**config.mk**
```make
export PLATFORM = sky130hd
export DESIGN_NAME = ram_req_ctrl
export DESIGN_NICKNAME = d
export VERILOG_FILES = /design/src/rtl/ram_req_ctrl.sv
export SDC_FILE = /design/constraint.sdc
export NUM_CORES = 1
export LEC_CHECK = 0
export ABC_AREA = 1
export CAP_MARGIN = 20
export CORE_MARGIN = 10
export CORE_UTILIZATION = 42
export DETAILED_ROUTE_END_ITERATION = 12
export PLACE_DENSITY = 0.76
export SETUP_SLACK_MARGIN = 0.4
export SLEW_MARGIN = 20
export SYNTH_ARGS = -nofsm -noshare
export SYNTH_HDL_FRONTEND = slang
export SYNTH_SLANG_ARGS = --single-unit
```
**constraint.sdc**
```tcl
create_clock -name i_clk -period 1.9 [get_ports i_clk]
set_input_delay 0.57 -clock i_clk [delete_from_list [all_inputs] [get_ports i_clk]]
set_output_delay 0.57 -clock i_clk [all_outputs]
set_load 0.01 [all_outputs]
```
**src/rtl/ram_req_ctrl.sv**
```systemverilog
// RAM request controller: read/write requests, 2-deep read response FIFO,
// and a whole-memory fill engine that owns the RAM port while busy.
//
// Ports:
//   i_clk, i_rst_n        clock, async active-low reset
//   i_req_*, o_req_ready  request channel (valid/ready, we, addr, wdata)
//   i_fill_start/_data    one-cycle fill trigger and fill value
//   o_busy                high while the fill runs
//   o_ram_*, i_ram_rdata  RAM port (registered read data, 1-cycle latency)
//   o_rsp_*, i_rsp_ready  read response channel (valid/ready, data)
module ram_req_ctrl #(
    parameter int ADDR_WIDTH = 8,
    parameter int DATA_WIDTH = 8
) (
    input  logic                  i_clk,
    input  logic                  i_rst_n,
    input  logic                  i_req_valid,
    output logic                  o_req_ready,
    input  logic                  i_req_we,
    input  logic [ADDR_WIDTH-1:0] i_req_addr,
    input  logic [DATA_WIDTH-1:0] i_req_wdata,
    input  logic                  i_fill_start,
    input  logic [DATA_WIDTH-1:0] i_fill_data,
    output logic                  o_busy,
    output logic                  o_ram_we,
    output logic [ADDR_WIDTH-1:0] o_ram_addr,
    output logic [DATA_WIDTH-1:0] o_ram_wdata,
    input  logic [DATA_WIDTH-1:0] i_ram_rdata,
    output logic                  o_rsp_valid,
    input  logic                  i_rsp_ready,
    output logic [DATA_WIDTH-1:0] o_rsp_data
);

    typedef enum logic {
        IDLE = 1'b0,
        FILL = 1'b1
    } state_e;

    localparam logic [ADDR_WIDTH-1:0] CNT_ONE = ADDR_WIDTH'(1);
    localparam logic [ADDR_WIDTH-1:0] CNT_MAX = '1;

    state_e                  state_q, state_d;
    logic [ADDR_WIDTH-1:0]   cnt_q, cnt_d;
    logic [DATA_WIDTH-1:0]   fill_q, fill_d;
    logic                    pend_q, pend_d;
    logic [DATA_WIDTH-1:0]   mem_q [2];
    logic [DATA_WIDTH-1:0]   mem_d [2];
    logic                    rd_ptr_q, rd_ptr_d;
    logic                    wr_ptr_q, wr_ptr_d;
    logic [1:0]              count_q, count_d;

    logic                    pop;
    logic                    push;
    logic [2:0]              occ;
    logic                    room;
    logic                    accept;

    always_comb begin
        pop  = (count_q != 2'd0) & i_rsp_ready;
        push = pend_q;
        // Entries held plus the read whose data lands next edge, minus
        // the entry leaving this cycle, must leave space for one more.
        occ  = {1'b0, count_q} + {2'b00, pend_q};
        room = occ < (3'd2 + {2'b00, pop});

        o_req_ready = i_rst_n & (state_q == IDLE) & ~i_fill_start & room;
        accept      = i_req_valid & o_req_ready;

        o_busy      = (state_q == FILL);
        o_rsp_valid = (count_q != 2'd0);
        o_rsp_data  = mem_q[rd_ptr_q];

        o_ram_we    = 1'b0;
        o_ram_addr  = '0;
        o_ram_wdata = '0;
        if (state_q == FILL) begin
            o_ram_we    = 1'b1;
            o_ram_addr  = cnt_q;
            o_ram_wdata = fill_q;
        end else if (accept) begin
            o_ram_we    = i_req_we;
            o_ram_addr  = i_req_addr;
            o_ram_wdata = i_req_wdata;
        end
    end

    always_comb begin
        state_d = state_q;
        cnt_d   = cnt_q;
        fill_d  = fill_q;
        unique case (state_q)
            IDLE: begin
                if (i_fill_start) begin
                    state_d = FILL;
                    cnt_d   = '0;
                    fill_d  = i_fill_data;
                end
            end
            FILL: begin
                cnt_d = cnt_q + CNT_ONE;
                if (cnt_q == CNT_MAX) begin
                    state_d = IDLE;
                    cnt_d   = '0;
                end
            end
            default: state_d = IDLE;
        endcase
    end

    always_comb begin
        pend_d   = accept & ~i_req_we;
        mem_d    = mem_q;
        wr_ptr_d = wr_ptr_q;
        rd_ptr_d = rd_ptr_q;
        // Read data is captured unconditionally; the ready rule above
        // guarantees a free slot whenever pend_q is set.
        if (push) begin
            mem_d[wr_ptr_q] = i_ram_rdata;
            wr_ptr_d        = ~wr_ptr_q;
        end
        if (pop) begin
            rd_ptr_d = ~rd_ptr_q;
        end
        count_d = count_q + {1'b0, push} - {1'b0, pop};
    end

    always_ff @(posedge i_clk or negedge i_rst_n) begin
        if (!i_rst_n) begin
            state_q  <= IDLE;
            cnt_q    <= '0;
            fill_q   <= '0;
            pend_q   <= 1'b0;
            mem_q[0] <= '0;
            mem_q[1] <= '0;
            rd_ptr_q <= 1'b0;
            wr_ptr_q <= 1'b0;
            count_q  <= 2'd0;
        end else begin
            state_q  <= state_d;
            cnt_q    <= cnt_d;
            fill_q   <= fill_d;
            pend_q   <= pend_d;
            mem_q    <= mem_d;
            rd_ptr_q <= rd_ptr_d;
            wr_ptr_q <= wr_ptr_d;
            count_q  <= count_d;
        end
    end

endmodule
```
# Yosys cells after proc, flatten, opt, wreduce, memory -nomap -nowiden
# Cells that the tools add are included.
[totals]
out_inout_bits = 28
reg_bits = 38
[classes]
bitwise = 13
reduce_logical = 3
eq_ne = 2
order_cmp = 4
n_mux = 18
n_addsub = 5
[op_table]
columns = ["cell", "count"]
rows = [
  ["2-to-1 mux 8 bit", 10],
  ["bitwise mux 16 bit", 1],
  ["one-hot mux 8 bit (2 select lines)", 1],
  ["adder 8 x 1 -> 8 bit (second input constant)", 1],
  ["demux 8 bit (select 1 bit)", 1],
  ["equality test 8 bit (second input constant)", 1],
  ["bitwise AND 1 bit", 6],
  ["inverter 1 bit", 5],
  [">= comparator 2 bit (second input constant)", 2],
  ["2-to-1 mux 1 bit", 4],
  ["inverter 1 -> 2 bit", 2],
  ["adder 2 x 1 -> 3 bit", 1],
  ["adder 2 x 1 -> 3 bit (first input constant)", 1],
  ["< comparator 3 bit", 1],
  ["adder 2 x 1 -> 2 bit", 1],
  ["< comparator 2 x 1 -> 1 bit (second input constant)", 1],
  ["!= test 2 bit (second input constant)", 1],
  ["one-hot mux 1 bit (2 select lines)", 1],
  ["AND reduction 2 bit", 1],
  ["nonzero test 2 bit", 1],
  ["subtractor 2 x 1 -> 2 bit", 1],
  ["logical AND 1 bit", 1],
]

# Logic depth before layout (Yosys ltp)
# Gate-level depths: netlist of run 1.
[logic_depth]
word_depth = 8
depth_mapped = 9
ltp_nobuf = 9

# Worst setup path after synthesis of run 1
# Ideal clock, no wire load.
[synth_timing]
path_type = "register to output"
start = "register pend_q"
end = "output port o_req_ready"
path_slack_ps = -89
path_stages_with_launch = 7
arrival_time_ps = 1419
path_buffers = 0
cell_sequence = "dfrtp_1 ha_1 ha_1 inv_1 nand2_1 nor2_8 a21boi_0"
[synth_between]
elab_chain_len = 3
[synth_lines]
columns = ["element", "line", "text"]
rows = [
  ["start, declared", "45", "logic pend_q, pend_d;"],
  ["start signal, assigned", "142", "pend_q <= pend_d;"],
  ["adder 2 x 1 -> 3 bit", "63", "occ = {1'b0, count_q} + {2'b00, pend_q};"],
  ["< comparator 3 bit", "64", "room = occ < (3'd2 + {2'b00, pop});"],
  ["bitwise AND 1 bit", "66", "o_req_ready = i_rst_n & (state_q == IDLE) & ~i_fill_start & room;"],
  ["end, declared", "18", "output logic o_req_ready,"],
]
# Every way passes these cells.

# Worst setup path after layout of run 1
[layout_timing]
start = "register pend_q"
end = "output port o_ram_we"
[layout_between]
elab_chain_len = 6
[layout_lines]
columns = ["element", "line", "text"]
rows = [
  ["adder 2 x 1 -> 3 bit", "63", ""],
  ["< comparator 3 bit", "64", ""],
  ["bitwise AND 1 bit", "66", ""],
  ["bitwise AND 1 bit", "67", "accept = i_req_valid & o_req_ready;"],
  ["2-to-1 mux 1 bit", "80", "end else if (accept) begin"],
  ["2-to-1 mux 1 bit", "76", "if (state_q == FILL) begin"],
  ["end, declared", "25", "output logic o_ram_we,"],
]
# Every way passes these cells.

==> metrics.yaml, run 1 <==
outcome:
  status: "finished, violations left"
  violations: "negative setup slack"
routing:
  remaining_drc_errors: 0
  routed_wl_um: 6970
  wl_met1_um: 2660
  ant_nets: 0
  top_layer: "met4"
  first_pass_iters: 4
  vias: 2243
  wire_per_inst_um: 15.5
  route.met3.wl_um: 607
  wl_met2_um: 3500
  viasPerCell: 5.00
  drt_iter0_drc: 107
placement:
  place_area_um2: 2920
  portBuffers: 65
  dp_hpwl_um: 4110
  routabilityCongestion: 0.816
  dp_cells: 407
critical_path:
  required_ps: 1330
  critPathKind: "reg2out"
  cp-startpoint: "pend_q"
  crit_fanout: 4
  rr_startpoint: "count_q[0]"
  worst_r2r_path_depth: 11
  endpoint: "o_ram_we"
  arrival_ps: 1790
  r2r_slack_ps: 190
  endpoint_kind: "primary output"
  worstReg2RegEnd: "count_q[1]"
  start_kind: "flop"
clock_network:
  clock-sinks: 38
  cts_root_buf: "clkbuf_8"
  cts_made_buffers: 5
  cts_tree: "built"
  clk_latency_ps: 300
  cts.htree.levels: 2
  clock_path_buffers: 2
  clk_pin_slew_ps: 80
  cts_hold_buf: 0
timing:
  max_freq_mhz: 424
  final-setup-viol-count: 18
  fin_ws_ps: -457
  rsz0062_at_grt: "yes"
  finalHoldViolCount: 0
  slew_violations: 0
  period_share_pct: 124
  fin_skew_ps: 6.83
  min_period_ps: 2360
  fin_tns_setup_ps: -6500
  slew_headroom_pct: 67.5
  tightest_slew_ps: 488
power:
  p_seq_share_pct: 26.3
  p_leak_nw: 1.79
  swShare_pct: 32.5
  p_comb_share_pct: 49.1
  powerDensity_nw_per_um2: 975
  p_int_mw: 2.30
  p_clk_share_pct: 24.6
  p_sw_mw: 1.11
  ir_drop_uv: 471
synthesis:
  synth_nets: 311
  synth_cell_type_count: 32
  ys_ff_latch: 38
  syn_inst: 268
  yosysWarnings: 0
  synth-main-ff-cell: "dfrtp_1"
  ys_seq_area_share_pct: 44.9
  postSynthAreaPerCell_um2: 7.90
  synth.cell_area_um2: 2120
  async_flop_share_pct: 100
  synth_edf_count: 0
final_layout:
  seqCellArea_um2: 951
  nets: 424
  syn2layout_area_growth_pct: 64.7
  n_fill_cell: 359
  utilization_pct: 72.4
  fin_cells: 449
  layout-drive-gt1-share_pct: 34.6
  multi_input_area_um2: 1170
  final_area_um2: 3490
  antenna_cells: 0
hold_path:
  min_path_type: "in2async"
global_route:
  track_usage_pct: 16.0
  grt_pass1_wl_um: 11000
  grt_overflow: 0
  antenna_found_initial: 0
  grt_pass1_vias: 2316
  grt_max_degree: 39
flow_run:
  max_cap_violations: 0
floorplan:
  coreArea_um2: 4820
  num_rows: 25
  die_x_um: 91.0
  initial_core_util_pct: 44.0
  ios: 66
  die_area_um2: 8280
  die_y_um: 91.0
[power groups by stage]
stage / logic, mW / clock network [mW] / registers (mW)
2_1_floorplan: 0.466 / 0 / 0.891
3_3_place_gp: 0.920 / 0 / 0.895
3_5_place_dp: 0.932 / 0 / 0.897
4_1_cts: 1.33 / 0.848 / 0.899
5_1_grt: 1.81 / 0.886 / 0.898
6_report: 1.67 / 0.835 / 0.894
[worst max-delay path, cell delays in order (launching register included)]
cell	delay, ps
dfrtp_1	420
ha_4	180
ha_4	150
inv_4	60
nand2_8	80
nor2_4	130
buf_4	140
nand4_1	100
nand2_1	90
buf_2	130
[worst min path at each step]
| stage | from | endpoint | depth (start not counted) |
|---|---|---|---|
| 3_3_place_gp | fill_q[7] | fill_q[7] | 2 |
| 2_1_floorplan | i_rst_n | cnt_q[0] | 0 |
| 3_5_place_dp | fill_q[5] | fill_q[5] | 2 |
| 6_report | i_rst_n | mem_q[15] | 2 |
| 5_1_grt | i_rst_n | fill_q[1] | 2 |
| 4_1_cts | i_rst_n | mem_q[6] | 2 |
[sequential cells by signal, indices dropped and copies added, names as in the netlist]
name	cells
cnt_q	8
count_q	2
fill_q	8
mem_q	16
o_busy	1
pend_q	1
rd_ptr_q	1
wr_ptr_q	1
[metrics by stage]
stage	setup WS, ps	power (mW)	hold WS [ps]
2_1_floorplan	56.2	1.36	274
3_3_place_gp	-818	1.81	457
3_5_place_dp	-832	1.83	463
4_1_cts	-445	3.07	429
5_1_grt	-535	3.59	458
6_report	-457	3.40	414
[cell families (layout without fill, tap and decap cells)]
family / count (synthesis) / after routing / synth area share (%)
AO/OA/AOI/OAI: 24 / 24 / 7.44
buffers and inverters: 36 / 145 / 9.45
XOR/XNOR: 4 / 4 / 1.65
flip-flops: 38 / 38 / 44.9
AND/OR/NAND/NOR: 160 / 165 / 33.1
adder cells (fa/ha/maj): 5 / 5 / 2.95
multiplexers: 1 / 1 / 0.473
[cell usage after synthesis, drive strengths merged (3+ instances only)]
master | n | area share, %
buf | 5 | 2.1
clkbuf | 5 | 2.8
dfrtp | 38 | 45
ha | 5 | 3.0
inv | 25 | 4.4
nand2 | 127 | 23
nand3 | 6 | 1.7
nand4 | 18 | 5.3
nor2 | 8 | 2.7
o21ai | 20 | 6.1
xor2 | 3 | 1.2
[layout make-up]
class / instances / share of cell area [%]
Clock buffer: 5 / 1.97
Clock inverter: 3 / 1.97
Inverter: 26 / 3.44
Multi-Input combinational cell: 199 / 33.6
Sequential cell: 38 / 27.3
Tap cell: 67 / 2.40
Timing Repair Buffer: 110 / 29.1
Timing Repair inverter: 1 / 0.179
[layout by cell type (no fill, tap or decap), types with 2 or more instances in the layout]
cell type / n
nand2_1: 111
dfrtp_1: 38
clkdlybuf4s50_1: 34
buf_6: 34
buf_2: 20
nand4_1: 18
buf_4: 18
inv_1: 16
nand2_2: 10
o21ai_0: 10
o21ai_2: 8
inv_4: 7
nand2_4: 5
nand3_1: 5
nor2_1: 5
clkbuf_8: 5
nor2_4: 4
ha_4: 4
nand2_8: 3
inv_2: 3
xor2_1: 3
o21ai_1: 2
bufinv_16: 2
dlygate4sd2_1: 2
buf_12: 2
[per-layer routing]
layer / up-vias / GRT usage [%]
li1: 1088 / -
met3: 21 / 5.76
met1: 1033 / 17.4
met5: - / 0
met4: 0 / 5.61
met2: 101 / 28.1
[what timing repair did]
| item | CTS | global route |
|---|---|---|
| cloned | 4 | 2 |
| pin swaps | 32 | 24 |
| hold endpoints to repair | 0 | 0 |
| resized for setup | 163 | 23 |
| setup endpoints to repair | 30 | 31 |
| setup buffers | 19 | 9 |
Note: power is estimated with default switching activity, not from simulation.
==> run 2: changes to the inputs <==
--- a/config.mk
+++ b/config.mk
@@ -16,3 +16,4 @@
 export SYNTH_ARGS = -nofsm -noshare
 export SYNTH_HDL_FRONTEND = slang
 export SYNTH_SLANG_ARGS = --single-unit
+export TNS_END_PERCENT = 5
==> run 2 against run 1 <==
  * Worst hold slack improved by 27 ps
  * Cell area decreased by 8.3%
  * Global-route usage decreased by 0.88 points
  * Utilization decreased by 6.0 points
  * The flow still finishes with violations (negative setup slack)
  * Largest cell class unchanged
  * Via count decreased by 5.4%
==> metrics.yaml, run 2 (synthesis gave the netlist of run 1 again) <==
timing:
  period_share_pct: 125
  min_period_ps: 2370
  fin_ws_ps: -466
  max_freq_mhz: 423
  rsz0062_at_grt: "yes"
  holdWs_ps: 440
  final-setup-viol-count: 18
  finalHoldViolCount: 0
  slew_headroom_pct: 67.9
  slew_violations: 0
  fin_skew_ps: 10.2
  tightest_slew_ps: 482
clock_network:
  clk_latency_ps: 300
  cts.htree.levels: 2
  cts_hold_buf: 0
  clock-sinks: 38
  clk_pin_slew_ps: 80
  cts_made_buffers: 5
  cts_root_buf: "clkbuf_8"
  cts_tree: "built"
  clock_path_buffers: 2
critical_path:
  worst_r2r_path_depth: 11
  critPathBufInv: 4
  cpPeakStageDelay_ps: 390
  endpoint: "o_ram_addr[1]"
  endpoint_kind: "primary output"
  slowest_stage: "dfrtp_1"
  crit_fanout: 4
  cp.depth: 10
  start_kind: "flop"
  crit_top_cell: "buf_6"
  cp_top_family: "buffers and inverters"
  arrival_ps: 1800
  critPathKind: "reg2out"
  required_ps: 1330
  rr_startpoint: "count_q[1]"
  worstPathCellList: "ha_2 -> ha_4 -> inv_4 -> nand2_8 -> nor2_4 -> buf_6 -> buf_6 -> nand4_1 -> nand2_1 -> buf_2"
  worstReg2RegEnd: "count_q[1]"
  cp-startpoint: "pend_q"
  r2r_slack_ps: 130
floorplan:
  die_y_um: 91.0
  ios: 66
  initial_core_util_pct: 44.0
  coreArea_um2: 4820
  die_x_um: 91.0
  die_area_um2: 8280
  num_rows: 25
global_route:
  track_usage_pct: 15.1
  antenna_found_initial: 0
  grt_max_degree: 39
  grt_pass1_wl_um: 10200
  grt_pass1_vias: 2104
  grt_overflow: 0
final_layout:
  layout-drive-gt1-share_pct: 30.4
  final_area_um2: 3200
  syn2layout_area_growth_pct: 51.0
  fin_cells: 435
  largest_reg_flops: 16
  regMostFlops: "mem_q"
  nets: 410
  antenna_cells: 0
  final_common_cell: "nand2_1"
  final_cell_mix: "nand2_1, dfrtp_1, clkdlybuf4s50_1, buf_2, buf_4"
  n_fill_cell: 418
  top_regs: "mem_q (16), cnt_q (8), fill_q (8)"
placement:
  routabilityCongestion: 0.838
  portBuffers: 65
  dp_hpwl_um: 4110
  place_area_um2: 2910
  dp_cells: 408
power:
  ir_drop_uv: 402
  p_leak_nw: 1.68
  powerDensity_nw_per_um2: 813
flow_run:
  max_cap_violations: 0
outcome:
  status: "finished, violations left"
  violations: "negative setup slack"
routing:
  viasPerCell: 4.88
  wire_per_inst_um: 14.7
  remaining_drc_errors: 0
  vias: 2122
  ant_nets: 0
  first_pass_iters: 4
  routed_wl_um: 6370
  drt_iter0_drc: 183
hold_path:
  min_path_type: "in2async"
## run 2: area by class of cell
class | count | area (um2) | area share, %
Tap cell | 67 | 83.8 | 2.62
Multi-Input combinational cell | 197 | 1100 | 34.5
Clock inverter | 1 | 5.00 | 0.156
Inverter | 26 | 108 | 3.36
Sequential cell | 38 | 951 | 29.7
Timing Repair Buffer | 99 | 862 | 26.9
Clock buffer | 7 | 86.3 | 2.70
## run 2: report_power, final
group          internal [mW]  leakage (nW)  total, mW  switching (mW)
Combinational          0.565          1.23       1.13           0.563
Sequential             0.852         0.406      0.892          0.0403
Clock                  0.293        0.0482      0.580           0.287
Total                   1.71          1.68       2.60           0.890
## run 2: per-layer routing
metal  part of all wire, %  global-route usage (%)  vias to the layer above  wire length, um
met5                     0                       0                        -                0
met4                   2.6                    6.14                        0              164
met3                   8.8                    5.10                       11              559
met2                    46                    23.7                       99             2910
met1                    43                    18.6                      962             2740
li1                      -                       -                     1050                -
## run 2: worst min-delay path by stage
stage	endpoint	slack [ps]	startpoint	cells past startpoint
after floorplan	cnt_q[0]	270	i_rst_n	0
after global placement	fill_q[6]	450	fill_q[6]	2
after detailed placement	fill_q[6]	470	fill_q[6]	2
after CTS	mem_q[3]	470	i_rst_n	2
after global routing	mem_q[5]	480	i_rst_n	2
final	cnt_q[5]	440	i_rst_n	2
## run 2: what timing repair did
item	CTS	global route
pin swaps	24	11
cloned	3	0
endpoints found under the setup margin	30	35
buffers inserted	14	2
gates resized for setup	112	41
## run 2: metrics by stage
step                      power [mW]  setup WS (ps)  util [%]  TNS [ps]
after CTS                       2.61           -446      65.7     -7320
after detailed placement        1.82           -843      60.4    -14770
after global placement          1.81           -831      60.4    -14550
after global routing            2.75           -583      66.4     -8470
after floorplan                 1.34           56.2         -         0
final                           2.60           -466      66.4     -6790
